File: config.mk
export PLATFORM = sky130hd
export DESIGN_NAME = stream_framer
export DESIGN_NICKNAME = d
export VERILOG_FILES = /design/src/rtl/stream_framer_pkg.sv /design/src/rtl/stream_framer_raster_counter.sv /design/src/rtl/stream_framer.sv
export SDC_FILE = /design/constraint.sdc
export NUM_CORES = 1
export LEC_CHECK = 0
export CORE_AREA = 4 4 66 68
export DETAILED_ROUTE_END_ITERATION = 6
export DIE_AREA = 0 0 70 72
export PLACE_DENSITY_LB_ADDON = 0.05
export SKIP_CTS_REPAIR_TIMING = 1
export SLEW_MARGIN = 20
export SYNTH_ARGS = -nofsm -noshare
export SYNTH_HDL_FRONTEND = slang
export SYNTH_HIERARCHICAL = 1
export SYNTH_SLANG_ARGS = --single-unit
export TNS_END_PERCENT = 5
File: constraint.sdc
create_clock -name clock -period 1.9 [get_ports clock]
set_input_delay 0.285 -clock clock [delete_from_list [all_inputs] [get_ports clock]]
set_output_delay 0.285 -clock clock [all_outputs]
set_load 0.02 [all_outputs]
File: src/rtl/stream_framer_pkg.sv
// stream_framer_pkg: shared FSM encoding and ceil-log2 helper for the stream framer.
package stream_framer_pkg;

   typedef enum logic {ST_IDLE = 1'b0, ST_RUN = 1'b1} state_e;

   function automatic int clog2(input int v);
      int r;
      r = 0;
      for (int i = 0; i < 31; i++) if ((1 << i) < v) r = i + 1;
      return r;
   endfunction

endpackage

File: src/rtl/stream_framer_raster_counter.sv
// raster_counter: (vcnt, hcnt) raster walk with row/frame wrap and a last-position flag.
module raster_counter
   import stream_framer_pkg::*;
#(
   parameter  int HEIGHT = 4,
   parameter  int WIDTH  = 6,
   localparam int V_BITW = clog2(HEIGHT),
   localparam int H_BITW = clog2(WIDTH)
) (
   input  logic              clock,
   input  logic              n_rst,
   input  logic              clear,
   input  logic              step,
   output logic [V_BITW-1:0] vcnt,
   output logic [H_BITW-1:0] hcnt,
   output logic              last
);

   logic [V_BITW-1:0] vcnt_q, vcnt_d;
   logic [H_BITW-1:0] hcnt_q, hcnt_d;
   logic              h_end, v_end;

   assign h_end = hcnt_q == H_BITW'(WIDTH - 1);
   assign v_end = vcnt_q == V_BITW'(HEIGHT - 1);

   // clear wins over step so a restarted frame always begins at (0,0)
   always_comb begin
      vcnt_d = vcnt_q;
      hcnt_d = hcnt_q;
      if (clear) begin
         vcnt_d = '0;
         hcnt_d = '0;
      end else if (step) begin
         hcnt_d = h_end ? '0 : hcnt_q + H_BITW'(1);
         if (h_end) vcnt_d = v_end ? '0 : vcnt_q + V_BITW'(1);
      end
   end

   always_ff @(posedge clock) begin
      if (!n_rst) begin
         vcnt_q <= '0;
         hcnt_q <= '0;
      end else begin
         vcnt_q <= vcnt_d;
         hcnt_q <= hcnt_d;
      end
   end

   assign vcnt = vcnt_q;
   assign hcnt = hcnt_q;
   assign last = h_end && v_end;

endmodule

File: src/rtl/stream_framer.sv
// stream_framer: turns a valid/ready pixel stream with SOF into a registered raster
// stream (pixel, vcnt, hcnt, enable), walking blanking at one position per cycle.
module stream_framer
   import stream_framer_pkg::*;
#(
   parameter  int BIT_WIDTH    = 8,
   parameter  int IMAGE_HEIGHT = 3,
   parameter  int IMAGE_WIDTH  = 4,
   parameter  int FRAME_HEIGHT = 4,
   parameter  int FRAME_WIDTH  = 6,
   localparam int V_BITW       = clog2(FRAME_HEIGHT),
   localparam int H_BITW       = clog2(FRAME_WIDTH)
) (
   input  logic                 clock,
   input  logic                 n_rst,
   input  logic                 in_valid,
   output logic                 in_ready,
   input  logic [BIT_WIDTH-1:0] in_pixel,
   input  logic                 in_sof,
   input  logic                 hold,
   output logic                 out_enable,
   output logic [BIT_WIDTH-1:0] out_pixel,
   output logic [V_BITW-1:0]    out_vcnt,
   output logic [H_BITW-1:0]    out_hcnt,
   output logic                 frame_done,
   output logic                 sof_err
);

   state_e                state_q, state_d;
   logic                  sof_err_q, sof_err_d;
   logic                  out_enable_q, frame_done_q;
   logic [BIT_WIDTH-1:0]  out_pixel_q;
   logic [V_BITW-1:0]     out_vcnt_q, vcnt;
   logic [H_BITW-1:0]     out_hcnt_q, hcnt;
   logic                  last, in_img, early_sof, ready_c, advance, clear;

   raster_counter #(.HEIGHT(FRAME_HEIGHT), .WIDTH(FRAME_WIDTH)) u_cnt (
      .clock (clock),
      .n_rst (n_rst),
      .clear (clear),
      .step  (advance),
      .vcnt  (vcnt),
      .hcnt  (hcnt),
      .last  (last)
   );

   assign in_img    = vcnt < V_BITW'(IMAGE_HEIGHT) && hcnt < H_BITW'(IMAGE_WIDTH);
   assign early_sof = in_sof && in_valid && (vcnt != '0 || hcnt != '0);

   // early SOF is only recognised at image positions; a next-frame SOF waiting
   // through trailing blanking is the normal back-to-back case
   always_comb begin
      state_d   = state_q;
      sof_err_d = sof_err_q;
      ready_c   = 1'b0;
      advance   = 1'b0;
      clear     = 1'b0;
      if (state_q == ST_IDLE) begin
         ready_c = !in_sof;
         if (in_valid && in_sof) state_d = ST_RUN;
      end else if (!hold) begin
         if (!in_img) begin
            advance = 1'b1;
         end else if (early_sof) begin
            clear     = 1'b1;
            sof_err_d = 1'b1;
         end else begin
            ready_c = 1'b1;
            advance = in_valid;
         end
         if (advance && last) state_d = ST_IDLE;
      end
   end

   always_ff @(posedge clock) begin
      if (!n_rst) begin
         state_q      <= ST_IDLE;
         sof_err_q    <= 1'b0;
         out_enable_q <= 1'b0;
         frame_done_q <= 1'b0;
         out_pixel_q  <= '0;
         out_vcnt_q   <= '0;
         out_hcnt_q   <= '0;
      end else begin
         state_q      <= state_d;
         sof_err_q    <= sof_err_d;
         out_enable_q <= advance;
         frame_done_q <= advance && last;
         if (advance) begin
            out_pixel_q <= in_img ? in_pixel : '0;
            out_vcnt_q  <= vcnt;
            out_hcnt_q  <= hcnt;
         end
      end
   end

   assign in_ready   = ready_c && n_rst;
   assign out_enable = out_enable_q;
   assign out_pixel  = out_pixel_q;
   assign out_vcnt   = out_vcnt_q;
   assign out_hcnt   = out_hcnt_q;
   assign frame_done = frame_done_q;
   assign sof_err    = sof_err_q;

endmodule

==> results.ini <==
[critical_path]
critPathTopFamily=simple AND/OR/NAND/NOR gates
worstSetupStartpointType=flip-flop
cp.depth=6
cp-end-kind=flip-flop
path_buf_inv=1
rr_startpoint=u_cnt/vcnt[1]$_SDFFE_PP0P_
crit_required_ns=2.09
worst_path_max_delay_cell=or3b_1
slowest_delay_ns=0.37
worstRegToRegCells=6
r2r_slack_ns=0.09
crit_end=u_cnt/vcnt[1]$_SDFFE_PP0P_
startpoint=u_cnt/vcnt[1]$_SDFFE_PP0P_
worst_r2r_endpoint=u_cnt/vcnt[1]$_SDFFE_PP0P_
worstPathCellList=buf_4 -> or3b_1 -> o2111a_2 -> nor2_8 -> and4b_1 -> mux2i_1
cp_data_arrival_time_ns=2.00
crit_type=flip-flop to flip-flop
worstPathMaxFanout=5

[floorplanning]
start_util=0.2670
pin_count=30
dieArea_um2=5040
die_h_um=72
rows=23
core-area_um2=3856
die-width_um=70

[drt]
wl_mm=2.665
drt_pass1_iterations=4
wire_per_inst_um=13.13
ant_nets=0
vias=958
drc=0
via_per_inst=4.719
drtIter0Drc=33

[placement]
placed_cell_area_um2=1495
place_ws_ns=-0.1917
hpwl_mm=2.040
placedCellCount=199
io_buffers=29
gp_congestion=0.7496

[pwr]
total_power_mw=1.035
ir_drop_v=0.0002666
p_leak_nw=0.5947
powerDensity_nw_per_um2=659.8

[cts]
cts_tree=yes
clock_latency_ns=0.27
cts-buffers-inserted=3
htreeDepth=1
cts_sinks=22
clk_pin_slew_ns=0.09
clockBufferDepth=2
cts_root_buf=clkbuf_8

[flow_run]
cap_violations=0

[global_route]
grt_pass1_vias=958
grt_antenna_before_repair=0
grt_max_degree=28
grt_pass1_wl_mm=4.533
grt_usage=0.1131
grt.overflow.total=0

[timing]
fin_crit_ns=1.806
fin_ws_ns=0.09386
slew_violations=0
rsz0062_at_grt=true
setup_violations=0
max_slew_margin=0.7375
holdWs_ns=0.4633
finalHoldViolations=0
worst_pin_slew_ns=0.3938
finClkSkew_ns=0.005542
fin_setup_tns_ns=0
fmax_mhz=553.7
post-route-period-util=0.9506

[finish]
fin_nets=168
final_util=0.4069
final_area_um2=1569
syn2layout_area_growth_pct=52.37
post_layout_nonfiller_instances=203
antenna_cells=0
drive_gt1_frac=0.1961

[synth]
yosysTopAreaCell=dfxtp_1
post_synth_num_cell_types=32
avgSynthCellArea_um2=9.624
syn_area_um2=1030
ys_ff_latch=22
syn_inst=107
yosys-top-cells-area=dfxtp_1 (43%), mux2i_1 (6.8%), nand4_1 (4.9%)
synth_nets=121
synth_top_area_frac=0.4277
seq_area_frac_synth=0.4277
yosys_warnings=6

[run_status]
status=finished clean

[worst_hold_path]
hp-class=flip-flop to flip-flop

[how the worst min path moves through the flow]
stage / slack (ns) / end / from / cells past startpoint
after floorplan: 0.44 / out_hcnt[1]$_SDFFE_PN0P_ / n_rst / 2
after global placement: 0.45 / out_vcnt[1]$_SDFFE_PN0P_ / out_vcnt[1]$_SDFFE_PN0P_ / 2
after detailed placement: 0.46 / out_hcnt[2]$_SDFFE_PN0P_ / out_hcnt[2]$_SDFFE_PN0P_ / 2
after CTS: 0.47 / out_hcnt[2]$_SDFFE_PN0P_ / out_hcnt[2]$_SDFFE_PN0P_ / 2
after global routing: 0.48 / out_hcnt[1]$_SDFFE_PN0P_ / out_hcnt[1]$_SDFFE_PN0P_ / 2
final: 0.46 / out_hcnt[1]$_SDFFE_PN0P_ / out_hcnt[1]$_SDFFE_PN0P_ / 2
[cell type report]
| class | instances | area, um^2 |
|---|---|---|
| Clock buffer | 3 | 41.29 |
| Clock inverter | 1 | 30.03 |
| Fill cell | 411 | 2287 |
| Inverter | 2 | 7.507 |
| Multi-Input combinational cell | 79 | 571.8 |
| Sequential cell | 22 | 440.4 |
| Tap cell | 50 | 62.56 |
| Timing Repair Buffer | 46 | 415.4 |
[synth_stat cells (all sizes together)]
| cell | n |
|---|---|
| and2 | 1 |
| inv | 2 |
| a21boi | 8 |
| nand2b | 2 |
| a21bo | 2 |
| o21a | 1 |
| nand4bb | 1 |
| nor3 | 1 |
| or2b | 1 |
| nand2 | 13 |
| xnor2 | 1 |
| a21o | 2 |
| o21ai | 10 |
| and3 | 1 |
| nand4 | 8 |
| mux2i | 7 |
| o2111a | 1 |
| or3 | 1 |
| a21oi | 4 |
| nor2 | 3 |
| or4b | 1 |
| o31ai | 1 |
| dfxtp | 22 |
| clkbuf | 4 |
| nand4b | 1 |
| and4b | 3 |
| nand3b | 3 |
| ha | 1 |
| or3b | 1 |
[worst reg2reg max path, delay by kind of cell, from the launching register on]
family / cells / cell delay (ns)
AND/OR/NAND/NOR: 3 / 0.71
flip-flops: 1 / 0.36
AO/OA/AOI/OAI: 1 / 0.30
multiplexers: 1 / 0.20
buffers and inverters: 1 / 0.18
[power breakdown]
part           total, mW  internal (mW)  switching, mW
combinational      0.122         0.0642         0.0580
sequential         0.470          0.467        0.00325
clock              0.443          0.282          0.161
[cell usage in the layout, fill, tap and decap left out, drive strengths merged]
| cell type | n |
|---|---|
| or3b | 1 |
| inv | 2 |
| nor3 | 1 |
| buf | 18 |
| dfxtp | 22 |
| mux2i | 7 |
| nand4 | 8 |
| xnor2 | 1 |
| a21o | 2 |
| nand2 | 13 |
| a21oi | 4 |
| and2 | 1 |
| or4b | 1 |
| a21boi | 8 |
| nand3b | 3 |
| nand4bb | 1 |
| o21ai | 10 |
| o31ai | 1 |
| a21bo | 2 |
| and4b | 3 |
| and3 | 1 |
| bufinv | 1 |
| o21a | 1 |
| o2111a | 1 |
| ha | 1 |
| nand2b | 2 |
| or3 | 1 |
| nand4b | 1 |
| or2b | 1 |
| clkdlybuf4s50 | 28 |
| nor2 | 3 |
| clkbuf | 3 |
[cell families (layout without fill, tap and decap cells)]
group	count (synthesis)	count (layout)	share of synthesized area
buffers and inverters	6	52	0.02187
AND/OR/NAND/NOR	41	41	0.2613
XOR/XNOR	1	1	0.008507
flip-flops	22	22	0.4277
AO/OA/AOI/OAI	29	29	0.2005
multiplexers	7	7	0.06805
adder cells (fa/ha/maj)	1	1	0.01215
[sequential cells by signal, summed over array words and instances (netlist names), 2 cells and up]
name	cells
out_vcnt	2
out_pixel	8
u_cnt/vcnt	2
out_hcnt	3
u_cnt/hcnt	3
[metal layers]
metal  vias up  wire [um]  track usage  part of all wire
li1        484          -            -                 -
met1       444       1185       0.1416              0.44
met2        26       1301       0.1899              0.49
met3         4        143      0.02493             0.054
met4         0         36      0.04468             0.014
met5         -          0            0                 0
(Power assumes the default switching activity.)
